[src/rtl/controle_if.sv]
// Bus between the CONTROLE polynomial sequencer and its datapath/host.
// The slave modport is the controller side; the master side drives start/op/ack.
interface controle_if;
    // Handshake: start is a request that is taken only on a rising edge while
    // busy=0, and op is captured on that same edge. done marks a valid result.
    // With CONTROLE_DONE_HOLD_EN, done holds until an edge with ack=1.
    logic       start;
    logic [1:0] op;
    logic       ack;
    logic       lx;
    logic [1:0] m0;
    logic [1:0] m1;
    logic [1:0] m2;
    logic       h;
    logic       ls;
    logic       lh;
    logic       done;
    logic       busy;
    logic [2:0] dbg_state;
    logic [1:0] dbg_op;

    modport master (
        output start, op, ack,
        input  lx, m0, m1, m2, h, ls, lh, done, busy, dbg_state, dbg_op
    );

    modport slave (
        input  start, op, ack,
        output lx, m0, m1, m2, h, ls, lh, done, busy, dbg_state, dbg_op
    );
endinterface

[src/rtl/controle.sv]
// Moore sequencer for A*X+B, A*X^2+B*X+C and A*X^2+C on a shared add/mul datapath.
// Build option CONTROLE_DONE_HOLD_EN: DONE holds until ack instead of lasting one cycle.
module controle (
    input  logic      ck,
    input  logic      rst,
    controle_if.slave bus
);
    localparam logic [2:0] S_IDLE = 3'd0;
    localparam logic [2:0] S_LX   = 3'd1;
    localparam logic [2:0] S_P1   = 3'd2;
    localparam logic [2:0] S_P2   = 3'd3;
    localparam logic [2:0] S_P3   = 3'd4;
    localparam logic [2:0] S_P4   = 3'd5;
    localparam logic [2:0] S_DONE = 3'd6;

    logic [2:0] state_q, state_d;
    logic [1:0] op_q, op_d;

    always_ff @(posedge ck or posedge rst) begin
        if (rst) begin
            state_q <= S_IDLE;
            op_q    <= 2'b00;
        end else begin
            state_q <= state_d;
            op_q    <= op_d;
        end
    end

    // op 00 skips P3/P4, op 10 skips P2; op 11 behaves like op 01.
    always_comb begin
        state_d = state_q;
        op_d    = op_q;
        case (state_q)
            S_IDLE: begin
                if (bus.start) begin
                    state_d = S_LX;
                    op_d    = bus.op;
                end
            end
            S_LX:   state_d = S_P1;
            S_P1:   state_d = (op_q == 2'b10) ? S_P3 : S_P2;
            S_P2:   state_d = (op_q == 2'b00) ? S_DONE : S_P3;
            S_P3:   state_d = S_P4;
            S_P4:   state_d = S_DONE;
`ifdef CONTROLE_DONE_HOLD_EN
            S_DONE: state_d = bus.ack ? S_IDLE : S_DONE;
`else
            S_DONE: state_d = S_IDLE;
`endif
            default: state_d = S_IDLE;
        endcase
    end

    always_comb begin
        bus.lx   = 1'b0;
        bus.m0   = 2'b00;
        bus.m1   = 2'b00;
        bus.m2   = 2'b00;
        bus.h    = 1'b0;
        bus.ls   = 1'b0;
        bus.lh   = 1'b0;
        bus.done = 1'b0;
        bus.busy = (state_q != S_IDLE);
        case (state_q)
            S_LX: bus.lx = 1'b1;
            S_P1: begin
                bus.m0 = 2'b01;
                bus.h  = 1'b1;
                bus.ls = 1'b1;
            end
            S_P2: begin
                bus.m1 = 2'b10;
                bus.m2 = 2'b01;
                bus.m0 = 2'b10;
                bus.ls = 1'b1;
            end
            S_P3: begin
                bus.m1 = 2'b10;
                bus.h  = 1'b1;
                bus.ls = 1'b1;
            end
            S_P4: begin
                bus.m1 = 2'b10;
                bus.m2 = 2'b01;
                bus.m0 = 2'b11;
                bus.ls = 1'b1;
            end
            S_DONE: bus.done = 1'b1;
            default: ;
        endcase
    end

    assign bus.dbg_state = state_q;
    assign bus.dbg_op    = op_q;
endmodule

[src/flat_wrapper.sv]
// flat-port wrapper written by rule: the top's interface ports become plain ports
module controle_flat 
  (ck, rst, bus_start, bus_op, bus_ack, bus_lx, bus_m0, bus_m1, bus_m2, bus_h, bus_ls, bus_lh, bus_done, bus_busy, bus_dbg_state, bus_dbg_op);
  controle_if bus_i ();
  input  logic ck;
  input  logic rst;
  input wire logic [$bits(bus_i.start)-1:0] bus_start;
  input wire logic [$bits(bus_i.op)-1:0] bus_op;
  input wire logic [$bits(bus_i.ack)-1:0] bus_ack;
  output wire logic [$bits(bus_i.lx)-1:0] bus_lx;
  output wire logic [$bits(bus_i.m0)-1:0] bus_m0;
  output wire logic [$bits(bus_i.m1)-1:0] bus_m1;
  output wire logic [$bits(bus_i.m2)-1:0] bus_m2;
  output wire logic [$bits(bus_i.h)-1:0] bus_h;
  output wire logic [$bits(bus_i.ls)-1:0] bus_ls;
  output wire logic [$bits(bus_i.lh)-1:0] bus_lh;
  output wire logic [$bits(bus_i.done)-1:0] bus_done;
  output wire logic [$bits(bus_i.busy)-1:0] bus_busy;
  output wire logic [$bits(bus_i.dbg_state)-1:0] bus_dbg_state;
  output wire logic [$bits(bus_i.dbg_op)-1:0] bus_dbg_op;
  assign bus_i.start = bus_start;
  assign bus_i.op = bus_op;
  assign bus_i.ack = bus_ack;
  assign bus_lx = bus_i.lx;
  assign bus_m0 = bus_i.m0;
  assign bus_m1 = bus_i.m1;
  assign bus_m2 = bus_i.m2;
  assign bus_h = bus_i.h;
  assign bus_ls = bus_i.ls;
  assign bus_lh = bus_i.lh;
  assign bus_done = bus_i.done;
  assign bus_busy = bus_i.busy;
  assign bus_dbg_state = bus_i.dbg_state;
  assign bus_dbg_op = bus_i.dbg_op;
  controle u_core (.ck(ck), .rst(rst), .bus(bus_i));
endmodule
[config.mk]
export PLATFORM = sky130hd
export DESIGN_NAME = controle_flat
export DESIGN_NICKNAME = d
export VERILOG_FILES = /design/src/rtl/controle_if.sv /design/src/rtl/controle.sv /design/src/flat_wrapper.sv
export SDC_FILE = /design/constraint.sdc
export NUM_CORES = 1
export LEC_CHECK = 0
export ABC_AREA = 1
export BUFFER_PORTS_ARGS = -buffer_cell sky130_fd_sc_hd__buf_4
export CORE_AREA = 8 8 45 47
export DETAILED_ROUTE_END_ITERATION = 8
export DIE_AREA = 0 0 53 55
export PLACE_DENSITY_LB_ADDON = 0.15
export SYNTH_ARGS = -nofsm -noshare
export SYNTH_HDL_FRONTEND = slang
export SYNTH_SLANG_ARGS = --single-unit
[constraint.sdc]
create_clock -name ck -period 2.4 [get_ports ck]
set_clock_uncertainty 0.05 [all_clocks]
set_input_delay 0.48 -clock ck [delete_from_list [all_inputs] [get_ports ck]]
set_output_delay 0.48 -clock ck [all_outputs]
set_load 0.005 [all_outputs]
==> results.ini <==
[outcome]
outcome = finished clean

[synth]
dominantRegCellSynth = dfrtp_1
synthArstFlopShare = 1.000
yosys.area.top_type = dfrtp_1
synth_most_common_cell = nand2_1
synth.ff_latch_count = 5
seq_area_frac_synth = 0.3247
synth_edf_count = 0
yosysWarnings = 0
synthesis.instances = 57
synth_common_cells = 14 x nand2_1, 8 x inv_1, 6 x nand3_1
synth_area_leaders = dfrtp_1 32%, nand2_1 14%, nand3_1 7.8%
syn_area_sq_um = 385.4
synth_area_per_cell_sq_um = 6.761
yosysTopAreaCellShare = 0.3247
synthDistinctLibCells = 16

[power_and_ir_drop]
power_leakage_uw = 0.0003302
cellPowerDensity_nw_per_um2 = 1339
vdd_drop_max_uv = 664.5

[clock_network]
holdBufCountCts = 0
tritoncts = done
cts_buffers = 3
cts.htree.levels = 1
clockBufferDepth = 2
cts_resized = 0
clk_pin_slew_ns = 0.04
cts_sinks = 5
root_buffer = clkbuf_4
insertion_delay_ns = 0.24
cts_setup_buffers = 0

[die]
std_cell_rows = 14
die_area_sq_um = 2915
initial_core_util = 0.2785
die_y_microns = 55
core_area_sq_um = 1384
pin_count = 23
die_width_microns = 53

[sta]
final.setup.tns_ns = 0
period_share = 0.7589
finalSetupViolations = 0
rsz0062_at_grt = no
fmax_ghz = 0.5491
slew_viol_final = 0
finalHoldViolCount = 0
layout_min_cycle_time_ns = 1.821

[finish]
drive_gt1_frac = 0.3718
layout.nets = 87
final_core_util = 0.3987
fin_cells = 94
area_growth_pct = 43.18
n_antenna_cell = 0

[place]
gp_congestion = 0.7375
io_buffers = 18
hpwl_microns = 772.7
place_inst = 90

[detailed_routing]
vias = 393
drt_iter0_drc = 3
drc = 0
routed_via_density = 4.181
wl_per_cell_microns = 9.872
routed_wirelength_microns = 928
firstDrtPassIters = 2
drtAntennaViolNets = 0

[grt]
grt_pass1_wl_microns = 1504
antenna_found_initial = 0
grt_overflow = 0
grt_util_all_layers = 0.07021
grt_max_degree = 11
grt_pass1_vias = 396

[setup_path]
start_kind = flop
cp_max_fo = 8
cp.arrival_ns = 1.29
critPathCaptureType = output port
worstSetupPathType = flop to output port
critical_path_required_ns = 1.87

[hold_path]
hold_class = input pin to asynchronous set/reset pin

[job]
maxCapViolations = 0

sequential cells by signal, summed over array words and instances, names as in the netlist:
signal / cells
u_core.bus.dbg_state: 3
u_core.bus.dbg_op: 2
critical path, stage by stage (launching register included):
cell and delay (ns):
dfrtp_1 0.46, nor2_2 0.21, inv_2 0.07, nor2_4 0.12, inv_1 0.05, buf_4 0.13
cell type report:
class / count / area (sq um)
Tap cell: 16 / 20.02
Clock buffer: 4 / 26.28
Multi-Input combinational cell: 40 / 203.9
Fill cell: 161 / 832.0
Sequential cell: 5 / 125.1
Timing Repair Buffer: 18 / 135.1
Inverter: 11 / 41.29
stage by stage:
stage | setup slack, ns | power [uW] | hold WS, ns | instance area, sq um
after CTS | 0.5619 | 755.3 | 0.08039 | 551.8
final | 0.5787 | 738.6 | 0.07960 | 551.8
after global routing | 0.4755 | 828.0 | 0.08375 | 551.8
after floorplan | 0.9905 | 421.0 | 0.2085 | 392.9
after detailed placement | 0.8333 | 652.7 | 0.3424 | 525.5
after global placement | 0.8382 | 655.2 | 0.3400 | 525.5
final timing paths:
| kind | start | endpoint | slack [ns] | cells past startpoint |
|---|---|---|---|---|
| worst max-delay path | u_core.bus.dbg_state[0] | bus_busy | 0.58 | 5 |
| worst min-delay path | rst | u_core.bus.dbg_state[2] | 0.08 | 2 |
| worst max register to register | u_core.bus.dbg_state[0] | u_core.bus.dbg_op[1] | 1.20 | 6 |
| worst min register to register | u_core.bus.dbg_op[0] | u_core.bus.dbg_op[0] | 0.47 | 2 |
| max in group asynchronous | rst | u_core.bus.dbg_op[0] | 2.05 | 2 |
| min in group ck | bus_op[1] | u_core.bus.dbg_op[1] | 0.43 | 3 |
placed cells by master, fill, tap and decap left out, types with 3 or more instances in the layout:
cell,n
buf_4,18
clkbuf_4,3
conb_1,3
dfrtp_1,5
inv_1,8
inv_2,3
nand2_1,14
nand3_1,6
nor2_1,4
report_power, final:
group / total [uW] / switching, uW / internal (uW) / leakage [uW]
clock network: 96.7 / 33.9 / 62.8 / 0.0000150
logic: 447 / 217 / 231 / 0.000252
registers: 195 / 70.5 / 124 / 0.0000627
logic make-up (layout without fill, tap and decap cells):
| family | Yosys count | count (layout) | share of synthesized area |
|---|---|---|---|
| AOI/OAI and AO/OA | 2 | 2 | 0.02598 |
| adders and majority gates | 2 | 2 | 0.06492 |
| buffers and inverters | 14 | 33 | 0.1656 |
| DFF | 5 | 5 | 0.3247 |
| other | 1 | 3 | 0.009731 |
| and+or+nand+nor | 33 | 33 | 0.4091 |
per-layer routing:
metal	wire length, microns	track usage	share of wire	up-vias
met3	178	0.05615	0.19	2
met2	360	0.1035	0.39	22
met1	370	0.06452	0.40	158
met5	0	0	0	-
met4	19	0.05172	0.020	0
li1	-	-	-	211
No activity file was read; power rests on OpenSTA's default activity.
